### config.mk
export PLATFORM = sky130hd
export DESIGN_NAME = serial_deserializer
export DESIGN_NICKNAME = d
export VERILOG_FILES = /design/src/rtl/mod_counter.sv /design/src/rtl/serial_deserializer.sv
export SDC_FILE = /design/constraint.sdc
export NUM_CORES = 1
export LEC_CHECK = 0
export BUFFER_PORTS_ARGS = -buffer_cell sky130_fd_sc_hd__buf_2
export CAP_MARGIN = 25
export CORE_UTILIZATION = 51
export CTS_BUF_LIST = sky130_fd_sc_hd__clkbuf_16
export CTS_CLUSTER_SIZE = 14
export DETAILED_ROUTE_END_ITERATION = 6
export HOLD_SLACK_MARGIN = 0.1
export PLACE_DENSITY = 0.75
export SLEW_MARGIN = 20
export SYNTH_ARGS = -nofsm -noshare
export SYNTH_HDL_FRONTEND = slang
export SYNTH_SLANG_ARGS = --single-unit
### constraint.sdc
create_clock -name clk -period 1.45 [get_ports clk]
set_input_delay 0.3625 -clock clk [delete_from_list [all_inputs] [get_ports clk]]
set_output_delay 0.3625 -clock clk [all_outputs]
set_load 0.02 [all_outputs]
### src/rtl/mod_counter.sv
// Modulo-N up-counter with enable; wrap pulses combinationally on the enabled
// cycle that takes the count from N-1 back to 0.
module mod_counter #(
    parameter int N = 8,
    localparam int CW = $clog2(N)
) (
    input  logic          clk,
    input  logic          rst,
    input  logic          en,
    output logic [CW-1:0] count,
    output logic          wrap
);

    logic [CW-1:0] count_r;
    logic          at_top_s;

    // Terminal-count decode and wrap strobe
    always_comb begin
        at_top_s = (count_r == CW'(N - 1));
        wrap     = en & at_top_s;
    end

    // Count register: advance on en, return to zero after N-1
    always_ff @(posedge clk) begin
        if (rst) begin
            count_r <= {CW{1'b0}};
        end else if (en) begin
            if (at_top_s) begin
                count_r <= {CW{1'b0}};
            end else begin
                count_r <= count_r + CW'(1);
            end
        end
    end

    assign count = count_r;

endmodule

### src/rtl/serial_deserializer.sv
// Packs WIDTH enabled serial bits into a word and offers it through a
// one-entry valid/ready buffer; a word completing into a full buffer is dropped.
module serial_deserializer #(
    parameter int WIDTH     = 8,
    parameter int MSB_FIRST = 1,
    localparam int CW = $clog2(WIDTH)
) (
    input  logic             clk,
    input  logic             rst,
    input  logic             en,
    input  logic             d,
    output logic [WIDTH-1:0] word_out,
    output logic             word_valid,
    input  logic             word_ready,
    output logic [CW-1:0]    bit_count,
    output logic             overflow
);

    logic [WIDTH-1:0] shift_r;
    logic [WIDTH-1:0] shift_next_s;
    logic [WIDTH-1:0] word_r;
    logic             valid_r;
    logic             overflow_r;
    logic             wrap_s;
    logic             accept_s;
    logic             load_s;
    logic             drop_s;

    mod_counter #(.N(WIDTH)) u_bit_counter (
        .clk   (clk),
        .rst   (rst),
        .en    (en),
        .count (bit_count),
        .wrap  (wrap_s)
    );

    // Next shift value and buffer load/drop decisions
    always_comb begin
        if (MSB_FIRST != 0) begin
            shift_next_s = {shift_r[WIDTH-2:0], d};
        end else begin
            shift_next_s = {d, shift_r[WIDTH-1:1]};
        end
        accept_s = valid_r & word_ready;
        // An accept on the same edge frees the buffer, so completion never bubbles
        load_s   = wrap_s & (~valid_r | word_ready);
        drop_s   = wrap_s & valid_r & ~word_ready;
    end

    // Shift register, output buffer, handshake and sticky overflow
    always_ff @(posedge clk) begin
        if (rst) begin
            shift_r    <= {WIDTH{1'b0}};
            word_r     <= {WIDTH{1'b0}};
            valid_r    <= 1'b0;
            overflow_r <= 1'b0;
        end else begin
            if (en) begin
                shift_r <= shift_next_s;
            end
            if (load_s) begin
                word_r  <= shift_next_s;
                valid_r <= 1'b1;
            end else if (accept_s) begin
                valid_r <= 1'b0;
            end
            if (drop_s) begin
                overflow_r <= 1'b1;
            end
        end
    end

    assign word_out   = word_r;
    assign word_valid = valid_r;
    assign overflow   = overflow_r;

endmodule

# Word-level counts from Yosys, hierarchy flattened

Index checks and enable logic that the tools add are counted.

Muxes and demuxes: 3
Reductions and logical operators: 1
Bitwise operators: 8
Add/sub/neg operators: 1
Equality and inequality tests: 1

Operator list:

| cell                                        | count |
|---|---|
| bitwise AND 1 bit                           | 5 |
| adder 3 x 1 -> 3 bit, second input constant | 1 |
| equality test 3 bit, second input constant  | 1 |
| 2-to-1 mux 3 bit                            | 1 |
| 2-to-1 mux 1 bit                            | 2 |
| NOT 1 bit                                   | 2 |
| nonzero test 2 bit                          | 1 |
| bitwise OR 1 bit                            | 1 |

Bits of input ports: 5
Logic and storage cells: 19
Output and inout port bits: 13
Register bits after elaboration: 20

# Depth between registers and ports, before layout

Depth after elaboration: 4
Gate-level depth with buffers: 5
Gate-level depth less buffers: 5

# Cells and area by module

From an unflattened synthesis, not the netlist that was laid out.

Cells, all modules: 78
Area total of the unflattened synthesis: 823.3 µm²

Modules (own cells, without submodules):

| module              | times used | cells each | area each (µm²) | seq. area each (µm²) |
|---|---|---|---|---|
| serial_deserializer | 1          | 65         | 680.7           | 340.3 |
| mod_counter         | 1          | 13         | 142.6           | 60.1 |

# Worst setup path after synthesis

No wires, ideal clock.

Kind: reg2reg
Start: register u_bit_counter.count_r[1] (netlist: u_bit_counter.count[1])
End: register word_r[0] (netlist: word_out[0])
Required time: 1.378 ns
Cell stages (with the launch flop): 6
Path buffers: 0
Arrival: 1.304 ns
Period minus slack after synthesis: 1.376 ns
Setup time: 0.072 ns
Slack: 0.074 ns
Cell sequence: dfxtp_1 -> ha_1 -> ha_1 -> nand2_2 -> nor2_8 -> mux2i_1

Cells in the longest elaborated chain, start to end: 3

Ends and longest elaborated chain:

| element                | line                      | source |
|---|---|---|
| start, declared        | mod_counter.sv:14         | `logic [CW-1:0] count_r;` |
| start signal, assigned | mod_counter.sv:26         | `count_r <= {CW{1'b0}};` |
| start signal, assigned | mod_counter.sv:29         | `count_r <= {CW{1'b0}};` |
| start signal, assigned | mod_counter.sv:31         | `count_r <= count_r + CW'(1);` |
| equality test 3 bit    | mod_counter.sv:19         | `at_top_s = (count_r == CW'(N - 1));` |
| bitwise AND 1 bit      | mod_counter.sv:20         | `wrap = en & at_top_s;` |
| bitwise AND 1 bit      | serial_deserializer.sv:46 | `load_s = wrap_s & (~valid_r \| word_ready);` |
| end signal, assigned   | serial_deserializer.sv:54 | `word_r <= {WIDTH{1'b0}};` |
| end signal, assigned   | serial_deserializer.sv:62 | `word_r <= shift_next_s;` |
| end, declared          | serial_deserializer.sv:21 | `logic [WIDTH-1:0] word_r;` |

Every way passes these cells.
A chain may end at the register's enable or synchronous reset.

# Worst setup path after layout

Start: register u_bit_counter.count_r[0] (netlist: u_bit_counter.count[0])
End: register word_r[0] (netlist: word_out[0])

Same word-level chain as after synthesis.

==> run_results.csv <==
group,metric,value,unit
finish,n_antenna_cell,0,
sta,max_slew.worst_pin.slew,0.378,ns
logic_synthesis,synth_cells,80,
global_route,grt_pass1_vias,483,
clock_network,hold_buffers,0,
logic_synthesis,yosysTopAreaCell,"dfxtp_1",
floorplan,coreArea,1540,µm²
status,status,"finished clean",
drt,first_iter_violations,6,
floorplan,die_y,43.1,µm
setup_path,cp-start-kind,"flop",
logic_synthesis,ys_types,14,
sta,setup_violations,0,
logic_synthesis,synthDominantCellAreaShare,46.4,%
setup_path,crit_required,1.63,ns
logic_synthesis,synth_area_leaders,"dfxtp_1, mux2i_1, nand2b_1, buf_6, nor2_1",
setup_path,critPathCaptureType,"flop",
sta,worst_slew_margin_rel,74.8,%
logic_synthesis,syn-num-nets,87,
finish,nFillCells,134,
setup_path,rrSetupSlack,0.12,ns
finish,drive_gt1_share,26.8,%
power_and_ir_drop,vdd_drop_max,0.000754,V
floorplan,num_rows,14,
finish,utilization,65.1,%
setup_path,worst_r2r_startpoint,"u_bit_counter.count[0]",
clock_network,cts_root_buf,"clkbuf_16",
min_path,hold_end,"shift_r[0]",
power_and_ir_drop,leakagePower,0.433,nW
clock_network,clk_pin_slew,0.06,ns
drt,via_per_inst,4.89,
logic_synthesis,synth_edf_count,0,
drt,dr_total_vias,553,
clock_network,ctsHtreeMaxLevel,1,
sta,tns,0,ns
drt,drtPass1Iterations,2,
placement,portBuffers,17,
placement,place.gp.congestion,0.663,
drt,routed_wl,1240,µm
logic_synthesis,ys.flop_type,"dfxtp_1",
logic_synthesis,ys_seq_elements,20,
floorplan,ios,18,
logic_synthesis,syn_avg_cell_area,10.8,µm²
setup_path,critPathMaxFanout,8,
clock_network,cts_tree,"built",
sta,rsz0062_at_grt,"no",
logic_synthesis,yosysWarnings,0,
power_and_ir_drop,power_density,1190,nW/µm²
min_path,min_path_type,"in2reg",
floorplan,die_w,43.1,µm
global_route,grt-ovfl-total,0,
global_route,grt_start_max_net_pins,29,
global_route,antenna_found_initial,0,
logic_synthesis,yosysSeqAreaShare,46.4,%
clock_network,clockBufferDepth,2,
drt,ant_nets,0,
clock_network,post-cts-setup-buffers,0,
global_route,grt_usage,15.0,%
sta,skew,0.00335,ns
logic_synthesis,async_flop_share,0,%
clock_network,clk_latency,0.25,ns
logic_synthesis,synthTopCellsByCount,"dfxtp_1, mux2i_1, nand2b_1",
sta,fin_crit,1.33,ns
drt,routedWlPerCell,10.9,µm
setup_path,r2r_cells,5,
clock_network,clkSinkCount,20,
sta,final_max_slew_viol_count,0,
sta,max_freq,0.754,GHz
setup_path,worstPathArrival,1.51,ns
logic_synthesis,synth.most_common_cell,"dfxtp_1",
sta,hold_viol_final,0,
global_route,grt_pass1_wl,2050,µm
logic_synthesis,synthesis.area,862,µm²
floorplan,die_area,1860,µm²
floorplan,start_util,55.9,%
min_path,hold_path.startpoint,"d",
drt,drc,0,
placement,hpwlAfterDp,777,µm
sta,finalCritPeriodShare,91.5,%
finish,finalNetCount,105,
min_path,whs_path_depth,3,
clock_network,cts_buffers,3,
flow_run,drv_cap,0,
setup_path,critPathKind,"reg2reg",
setup_path,r2r_end,"word_out[0]",
finish,area_growth_syn_to_layout,16.4,%
cells in the final DEF, fill, tap and decap left out:
master,n
clkbuf_16,3
and2b_4,1
nand2b_2,1
clkinv_1,1
dfxtp_1,20
ha_1,1
buf_4,1
ha_2,1
nor2_8,1
nand3b_1,1
a21oi_1,2
a31oi_1,1
buf_2,17
nand2_2,1
mux2i_1,17
nor2_1,12
nand2b_1,16
routing by layer:
metal | up-vias | global-route usage, % | wire (µm)
met5 | - | 0 | 0
met4 | 0 | 10.9 | 13
met3 | 2 | 3.83 | 40
li1 | 294 | - | -
met1 | 245 | 21.0 | 667
met2 | 12 | 19.4 | 515
through the flow:
step / hold WS, ns / setup WS, ns / instances / area [µm²] / power, W
global route: 0.413 / 0.00707 / 113 / 1000 / 0.00123
CTS: 0.371 / 0.0726 / 113 / 1000 / 0.00121
global placement: 0.459 / 0.122 / 109 / 922 / 0.000640
floorplan: 0.451 / 0.0744 / 80 / 862 / 0.000635
finish: 0.371 / 0.124 / 113 / 1000 / 0.00119
detailed placement: 0.459 / 0.113 / 109 / 922 / 0.000641
layout make-up:
type	count	area (µm²)	share of cell area [%]
repair buffers	18	92.6	9.23
flip-flops and latches	20	400	39.9
well taps	16	20.0	2.00
clock buffers	3	75.1	7.48
clock inverters	1	3.75	0.374
multi-input cells	55	412	41.0
sequential cells by signal, summed over array words and instances, names as in the netlist:
register,cells
word_out,8
shift_r,7
u_bit_counter.count,3
overflow,1
word_valid,1
critical path, stage by stage (launching register included):
cell and delay (ns):
dfxtp_1 0.37, ha_1 0.17, ha_2 0.22, nand2_2 0.10, nor2_8 0.19, mux2i_1 0.20
where the power goes:
group / internal, W / switching [W] / total (W)
clock network: 0.000367 / 0.000197 / 0.000564
logic: 0.0000303 / 0.0000343 / 0.0000646
registers: 0.000558 / 0.00000719 / 0.000565
total: 0.000955 / 0.000238 / 0.00119
timing repair:
action                                  CTS  global route
hold endpoints to repair                  0             0
resized for setup                         0             1
endpoints found under the setup margin    0             5
cell families (layout without fill, tap and decap cells):
| logic type | after synthesis | in the layout | synth area share [%] |
|---|---|---|---|
| and+or+nand+nor | 33 | 33 | 22.9 |
| DFF | 20 | 20 | 46.4 |
| buffers and inverters | 5 | 22 | 6.10 |
| muxes | 17 | 17 | 19.7 |
| adders and majority gates | 2 | 2 | 2.90 |
| AOI/OAI and AO/OA | 3 | 3 | 1.89 |
worst max-delay path by stage:
stage          depth (start not counted)  slack (ns)     endpoint                    from
2_1_floorplan                          5        0.07  word_out[0]  u_bit_counter.count[1]
3_3_place_gp                           5        0.12  word_out[0]  u_bit_counter.count[0]
3_5_place_dp                           5        0.11  word_out[1]  u_bit_counter.count[0]
4_1_cts                                5        0.07  word_out[1]  u_bit_counter.count[0]
5_1_grt                                5       0.007  word_out[0]  u_bit_counter.count[0]
6_report                               5        0.12  word_out[0]  u_bit_counter.count[0]
Note: power is estimated with default switching activity, not from simulation.
